--- src/rtl/alu_pkg.sv ---
// Shared definitions for the slice-sequenced ALU: FSM encoding and slice width.
package alu_pkg;
  localparam int SLICE_W = 4;

  typedef enum logic [1:0] {
    IDLE = 2'd0,
    RUN  = 2'd1,
    DONE = 2'd2
  } state_t;
endpackage

--- src/rtl/alu_4bit.sv ---
// 4-bit slice ALU. Active-high data, active-low carry in/out. Logic mode ignores carry.
module alu_4bit
  import alu_pkg::*;
(
  input  logic [SLICE_W-1:0] i_a,
  input  logic [SLICE_W-1:0] i_b,
  input  logic [3:0]         i_s,
  input  logic               i_m,
  input  logic               i_cn,
  output logic [SLICE_W-1:0] o_f,
  output logic               o_cn4
);
  logic [SLICE_W-1:0] w_p, w_g, w_sum, w_lg;
  logic [SLICE_W:0]   w_c;

  // S selects which of B / ~B feed propagate (S1:S0) and generate (S3:S2)
  always_comb begin
    w_p    = i_a | (i_b & {SLICE_W{i_s[0]}}) | (~i_b & {SLICE_W{i_s[1]}});
    w_g    = (i_a & i_b & {SLICE_W{i_s[3]}}) | (i_a & ~i_b & {SLICE_W{i_s[2]}});
    w_c    = '0;
    w_c[0] = ~i_cn;
    for (int i = 0; i < SLICE_W; i++) w_c[i+1] = w_g[i] | (w_p[i] & w_c[i]);
    w_sum  = w_p ^ w_g ^ w_c[SLICE_W-1:0];
  end

  always_comb begin
    case (i_s)
      4'b0000: w_lg = ~i_a;
      4'b0001: w_lg = ~(i_a | i_b);
      4'b0010: w_lg = ~i_a & i_b;
      4'b0011: w_lg = '0;
      4'b0100: w_lg = ~(i_a & i_b);
      4'b0101: w_lg = ~i_b;
      4'b0110: w_lg = i_a ^ i_b;
      4'b0111: w_lg = i_a & ~i_b;
      4'b1000: w_lg = i_a & i_b;
      4'b1001: w_lg = ~(i_a ^ i_b);
      4'b1010: w_lg = i_b;
      4'b1011: w_lg = ~i_a | i_b;
      4'b1100: w_lg = '1;
      4'b1101: w_lg = i_a | ~i_b;
      4'b1110: w_lg = i_a | i_b;
      default: w_lg = i_a;
    endcase
  end

  assign o_f   = i_m ? w_lg : w_sum;
  assign o_cn4 = i_m ? 1'b0 : ~w_c[SLICE_W];
endmodule

--- src/rtl/alu_slice_sequencer.sv ---
// Wide ALU built by time-multiplexing one 4-bit slice ALU, LSB slice first, carry held in r_c.
module alu_slice_sequencer
  import alu_pkg::*;
#(
  parameter int NSLICE = 4,
  localparam int W  = SLICE_W * NSLICE,
  localparam int KW = (NSLICE > 1) ? $clog2(NSLICE) : 1
) (
  input  logic         clk,
  input  logic         rst,
  input  logic         in_valid,
  output logic         in_ready,
  input  logic [W-1:0] a,
  input  logic [W-1:0] b,
  input  logic [3:0]   s,
  input  logic         m,
  input  logic         cin,
  output logic         out_valid,
  input  logic         out_ready,
  output logic [W-1:0] o,
  output logic         cout,
  output logic         zero
);
  state_t              r_state, w_next;
  logic [KW-1:0]       r_k;
  logic                r_c, r_m, r_cout;
  logic [3:0]          r_s;
  logic [W-1:0]        r_a, r_b, r_o;
  logic [SLICE_W-1:0]  w_sa, w_sb, w_f;
  logic                w_cn4, w_last;

  assign w_last = (r_k == KW'(NSLICE - 1));
  assign w_sa   = r_a[SLICE_W*int'(r_k) +: SLICE_W];
  assign w_sb   = r_b[SLICE_W*int'(r_k) +: SLICE_W];

  alu_4bit u_slice (
    .i_a  (w_sa),
    .i_b  (w_sb),
    .i_s  (r_s),
    .i_m  (r_m),
    .i_cn (r_c),
    .o_f  (w_f),
    .o_cn4(w_cn4)
  );

  always_ff @(posedge clk) begin
    if (rst) r_state <= IDLE;
    else     r_state <= w_next;
  end

  always_comb begin
    w_next = r_state;
    case (r_state)
      IDLE:    if (in_valid)  w_next = RUN;
      RUN:     if (w_last)    w_next = DONE;
      DONE:    if (out_ready) w_next = IDLE;
      default: w_next = IDLE;
    endcase
  end

  always_comb begin
    in_ready  = (r_state == IDLE);
    out_valid = (r_state == DONE);
    o         = r_o;
    cout      = r_cout;
    zero      = (r_o == '0);
  end

  // Operands are captured only in IDLE, so input activity in RUN/DONE cannot disturb the result
  always_ff @(posedge clk) begin
    if (rst) begin
      r_k    <= '0;
      r_c    <= 1'b1;
      r_o    <= '0;
      r_cout <= 1'b0;
      r_a    <= '0;
      r_b    <= '0;
      r_s    <= '0;
      r_m    <= 1'b0;
    end else begin
      case (r_state)
        IDLE: if (in_valid) begin
          r_a <= a;
          r_b <= b;
          r_s <= s;
          r_m <= m;
          r_c <= cin;
          r_k <= '0;
        end
        RUN: begin
          r_o[SLICE_W*int'(r_k) +: SLICE_W] <= w_f;
          r_c <= w_cn4;
          if (w_last) r_cout <= w_cn4;
          else        r_k    <= r_k + 1'b1;
        end
        default: ;
      endcase
    end
  end
endmodule

--- config.mk ---
export PLATFORM = sky130hd
export DESIGN_NAME = alu_slice_sequencer
export DESIGN_NICKNAME = d
export VERILOG_FILES = /design/src/rtl/alu_pkg.sv /design/src/rtl/alu_4bit.sv /design/src/rtl/alu_slice_sequencer.sv
export SDC_FILE = /design/constraint.sdc
export NUM_CORES = 1
export LEC_CHECK = 0
export ABC_AREA = 1
export CAP_MARGIN = 20
export CORE_MARGIN = 1.5
export CORE_UTILIZATION = 58
export CTS_CLUSTER_DIAMETER = 150
export CTS_CLUSTER_SIZE = 8
export DETAILED_ROUTE_END_ITERATION = 7
export PLACE_DENSITY_LB_ADDON = 0.25
export SLEW_MARGIN = 20
export SYNTH_ARGS = -nofsm -noshare
export SYNTH_HDL_FRONTEND = slang
export SYNTH_SLANG_ARGS = --single-unit
--- constraint.sdc ---
create_clock -name clk -period 6.6 [get_ports clk]
set_input_delay 1.32 -clock clk [delete_from_list [all_inputs] [get_ports clk]]
set_output_delay 1.32 -clock clk [all_outputs]
set_load 0.02 [all_outputs]
Yosys cells after proc, flatten, opt, wreduce, memory -nomap -nowiden --
Index checks and enable logic that the tools add are counted.
Word-level totals: register bits after elaboration 59, word-level logic and storage cells 89, bits of input ports 42, output and inout bits 20
Operators by class: mux-type cells 13, add/sub/neg operators 2, reductions and logical operators 9, shift operators 4, eq/ne operators 21, bitwise logic cells 31
Operators by type and width (count):
- 4-bit one-hot mux with 15 select lines | 1
- 4-bit negation with 33-bit output | 1
- 4-bit by 33-bit variable shift with 16-bit output, first input constant | 1
- 4-bit by 33-bit indexed part select with 16-bit output | 1
- 16-bit by 5-bit indexed part select with 4-bit output | 2
- 4-bit AND | 7
- 4-bit equality test, second input constant | 7
- 4-bit bitwise OR | 6
- 4-bit NOT | 5
- 16-bit bitwise mux | 1
- 4-bit by 3-bit equality test with 1-bit output, second input constant | 4
- 16-bit logical NOT | 1
- 4-bit XOR | 3
- 2-bit 2-to-1 mux | 5
- 4-bit by 2-bit equality test with 1-bit output, second input constant | 2
- 2-bit != test, second input constant | 3
- 2-bit one-hot mux with 3 select lines | 1
- 2-bit AND reduction | 3
- 3-bit AND reduction | 2
- 1-bit AND | 4
- 2-bit equality test, second input constant | 2
- 4-bit by 1-bit equality test with 1-bit output, second input constant | 1
- 4-bit logical NOT | 1
- 4-bit 2-to-1 mux | 1
- other kinds (10) | 15

Logic depth before layout (Yosys ltp) --
depth in word-level cells 15, depth in mapped cells 20, depth with buffers taken out 19

Cells and area by module --
From an unflattened synthesis, not the netlist that was laid out.
Unflattened totals: cells, all modules 553, area total of the unflattened synthesis 3505.9 sq um
By module, submodules not included:
- alu_slice_sequencer | cells each 358, times used 1, area an instance 2514.9 sq um, seq. area each 1181.1 sq um
- alu_4bit | cells each 195, times used 1, area an instance 991.0 sq um, seq. area each 0.0 sq um

Worst setup path before layout --
OpenSTA, ideal clock, no wires.
path kind reg2out, from register r_o[15] (netlist: o[15]), to output port zero, data required time 5280 ps, path buffers 0, stages on the path, launching flop included 4, arrival time 1017 ps, slack 4263 ps, cells stage by stage dfxtp_1 nor4_1 nand2_1 nor2_1
On the way: cells in the longest elaborated chain, start to end 1
RTL lines:
- start: declaration | line alu_slice_sequencer.sv:28 | logic [W-1:0] r_a, r_b, r_o;
- start signal: indexed assignment | line alu_slice_sequencer.sv:91 | r_o[SLICE_W*int'(r_k) +: SLICE_W] <= w_f;
- 16-bit logical NOT | line alu_slice_sequencer.sv:66 | zero = (r_o == '0);
- end: declaration | line alu_slice_sequencer.sv:22 | output logic zero
Every way passes these cells.

Worst setup path in the final report --
from input port in_valid, to register r_k[0]
On the way: cells in the longest elaborated chain, start to end 2
RTL lines:
- start: declaration | line alu_slice_sequencer.sv:11 | input logic in_valid,
- 2-bit != test (no source line)
- 3-bit AND reduction (no source line)
- end signal: assignment | line alu_slice_sequencer.sv:94 | else r_k <= r_k + 1'b1;
- end: declaration | line alu_slice_sequencer.sv:25 | logic [KW-1:0] r_k;
Every way passes these cells. A chain may end at the register's enable or synchronous reset.

==> flow_summary.rst <==
.. list-table::
   :header-rows: 1

   * - Metric
     - Value
   * - Crit path kind
     - primary input to flop
   * - TritonCTS clock tree
     - done
   * - Post-CTS Hold Buffers
     - 0
   * - Die Y-Extent
     - approximately 82 µm
   * - Post-synthesis instance area
     - between 3000 and 4000 µm²
   * - Number of nets with antenna violations after routing
     - 0
   * - Global-route wire length before repair
     - 15.69 mm
   * - Post-synthesis instance total
     - 537
   * - Final design instance area without fill
     - roughly 4400 µm²
   * - Placed cells
     - roughly 650
   * - Number of filler instances in the final layout
     - about 490
   * - Slew @ Worst Pin
     - 970.4 ps
   * - Yosys reg bits
     - 59
   * - Static leakage power
     - about 1.8 nW
   * - Total overflow reported by the global router
     - 0
   * - Setup violation total in the final timing report
     - 0
   * - Period Utilization, post-route
     - 0.5120
   * - Wire length after detailed routing
     - 9.666 mm
   * - Ratio of routed vias to standard cells
     - approximately 5.6
   * - Net switching fraction of the power
     - 0.3383
   * - Post-detailed-route wirelength per cell
     - 14.45 µm
   * - Initial antenna violation count
     - 0
   * - Total negative slack
     - 0 ps
   * - 1st-pass router iterations
     - 5
   * - Number of distinct standard cells referenced by the synthesized netlist
     - between 40 and 50
   * - Diode count
     - 0
   * - Vias in the first global route
     - 3471
   * - RSZ-0062 raised after global routing
     - no
   * - Max Cap Viol
     - 0
   * - Main synth FF type
     - dfxtp_1
   * - Starting Density
     - 0.6074
   * - Avg Inst Size Synth
     - between 6 and 7 µm²
   * - Main area contributors after synthesis
     - dfxtp_1 33%, nand2_1 13%, nor2_1 9.2%, ha_1 7.6%, o21ai_0 6.8%
   * - Via count
     - between 3000 and 4000
   * - Cell accounting for the most synthesized area
     - dfxtp_1
   * - Number of synthesized flops with an enable pin
     - 0
   * - Weighted congestion reported at the end of routability-driven placement
     - approximately 0.92
   * - Standard-cell rows
     - 28
   * - Count of buffer and inverter cells on the critical path
     - 2
   * - Clock slew seen by the registers of the worst setup and hold paths
     - 70 ps
   * - Share of flip-flops with an asynchronous set or reset after synthesis
     - 0
   * - Cells along the critical path
     - clkdlybuf4s50_1 -> nand2_2 -> inv_1 -> a21oi_1 -> a21oi_1 -> a211oi_1
   * - Overall track demand over capacity in global routing
     - 0.3065
   * - Clock latency on the worst-skew pair
     - approximately 350 ps
   * - CP Data Arrival Time
     - 3620 ps
   * - Area occupied by registers
     - ~1200 µm²
   * - Core footprint
     - ~6000 µm²
   * - Max_slew headroom
     - 0.3524
   * - Post-place instance area
     - around 4200 µm²
   * - Final Max Slew Viols
     - 0
   * - Cell with the biggest individual delay on the critical path
     - inv_1
   * - Synthesis-to-layout area growth
     - 22.83%
   * - Total power
     - approximately 0.0011 W
   * - Largest delay contributor family on the critical path
     - buffers and inverters
   * - Internal power contribution
     - a little over 0.0007 W
   * - Violation count after the first detailed-routing iteration
     - approximately 220
   * - Finished Layout Cells
     - approximately 670
   * - CTS sink cnt
     - a little under 60
   * - Total number of yosys warnings
     - 0
   * - Root cell of the clock tree
     - clkbuf_8
   * - Part of the Yosys area used for sequential elements
     - 0.3265
   * - Cell seen most often among critical-path stages
     - a21oi_1
   * - Final Hold Vio Count
     - 0
   * - Delay contributed by the slowest stage of the critical path
     - roughly 620 ps
   * - Timing-limited maximum frequency
     - roughly 300 MHz
   * - Number of nets produced by synthesis
     - about 600
   * - P_sw
     - between 0.0003 and 0.0004 W
   * - Detailed placement HPWL
     - approximately 6.7 mm
   * - Share of post-route cells with drive strength above 1
     - 0.08418
   * - Max rail drop VDD
     - 0.0001901 V
   * - Time the final worst path needs with I/O delays and setup
     - 3379 ps
   * - Count of boundary I/O pins
     - between 60 and 70
   * - Skew final
     - 11.16 ps
   * - Part of the total power dissipated in sequential elements
     - 0.371
   * - Worst setup SP type
     - primary input
   * - Footprint of the multi-input gates
     - ~2100 µm²
   * - Die span in x
     - 81.97 µm
   * - TritonCTS Buffers
     - 9
   * - Count of cells resized by post-cts repair
     - 0
   * - H-Tree Level Count
     - 3
   * - Die footprint
     - about 6700 µm²
   * - Combinational share of power
     - 0.284
   * - Post-synth top area share
     - 0.3265
   * - Required arrival time at the worst endpoint
     - around 6800 ps
   * - Clock share of power
     - 0.345
   * - Reg2reg setup slack
     - between 3000 and 4000 ps
   * - Maximum number of pins on one net before global-route repair
     - 46
   * - Number of buffers on the longest clock path
     - 2
   * - Number of buffers inserted by post-CTS setup repair
     - 0
   * - Count of port buffers added during placement
     - between 60 and 70
   * - Worst hold-check path type
     - flop to flop
   * - Type of destination of the critical path
     - flop
   * - DRC Markers
     - 0
   * - Worst-path fanout max
     - 45
   * - Run status
     - finished clean
   * - Pwr dens
     - around 250 nW/µm²
   * - Nets
     - 654
[through the flow]
step	setup slack, ps	hold WS [ps]	util
5_1_grt	2923	500.4	0.7460
4_1_cts	2708	485.6	0.7454
3_5_place_dp	2341	471.6	0.7076
3_3_place_gp	2503	462.0	0.7076
6_report	3221	483.5	0.7460
2_1_floorplan	4263	424.6	-
[cell families after synthesis]
group	share of synthesized area
AO/OA/AOI/OAI	0.1494
XOR/XNOR	0.01626
adder cells (fa/ha/maj)	0.07610
buffers and inverters	0.08543
flip-flops	0.3265
AND/OR/NAND/NOR	0.3463
[state kept, by name (all words and copies together), names as in the netlist]
register / flops
o: 16
r_a: 16
r_b: 16
r_s: 4
r_k: 2
r_state: 2
cout: 1
r_c: 1
r_m: 1
[final cells by class]
cell class                 count  share of cell area
clock buffer                  11             0.03407
clock inverter                 4             0.01662
inverter                      51             0.04534
multi-input combinational    408              0.4793
sequential                    59              0.2661
tap                           75             0.02112
timing repair buffer          61              0.1374
[synthesized netlist by cell type (2+ instances only)]
master,n
a211oi_1,3
a21oi_1,31
a31oi_1,2
buf_2,2
buf_6,3
clkbuf_1,12
dfxtp_1,59
ha_1,22
inv_1,44
inv_2,4
nand2_1,122
nand2_2,9
nand2_4,2
nand3_1,22
nand3_2,7
nand4_1,15
nor2_1,89
nor2_2,3
nor3_1,3
nor4_1,6
o21ai_0,49
o21ai_1,2
o22ai_1,4
xnor2_1,2
xor2_2,2
[cell usage in the layout, fill, tap and decap left out, types with 2 or more instances in the layout]
master / n
a211oi_1: 3
a21oi_1: 31
a31oi_1: 2
bufinv_16: 2
clkbuf_8: 11
clkdlybuf4s50_1: 61
dfxtp_1: 58
ha_1: 22
inv_1: 44
inv_2: 4
nand2_1: 121
nand2_2: 10
nand2_4: 2
nand3_1: 22
nand3_2: 7
nand4_1: 15
nor2_1: 89
nor2_2: 3
nor3_1: 3
nor4_1: 6
o21ai_0: 49
o21ai_1: 2
o22ai_1: 4
xnor2_1: 2
xor2_2: 2
[worst paths after layout]
check	from	end	depth (start not counted)
max	in_valid	r_k[0]	6
min	o[10]	o[10]	2
max reg2reg	r_k[0]	o[12]	16
min reg2reg	o[10]	o[10]	2
[power by group through the flow]
stage | clock, W | sequential, W | combinational, W
after global routing | 0.000396 | 0.000411 | 0.000350
after global placement | 0 | 0.000413 | 0.000297
after floorplan | 0 | 0.000403 | 0.000228
final | 0.000379 | 0.000408 | 0.000312
after detailed placement | 0 | 0.000414 | 0.000303
after CTS | 0.000379 | 0.000407 | 0.000308
[metal layers]
layer,GRT usage,part of all wire,wire length (µm)
met1,0.3802,0.43,4204
met2,0.5287,0.50,4847
met3,0.05667,0.043,418
met4,0.1068,0.020,196
met5,0,0,0
[tightest hold or removal path, cell delays in order, from the launching register on]
cell and delay [ps]:
dfxtp_1 320, nand2_1 60, a21oi_1 50
Power figures use the tool's default switching activity.
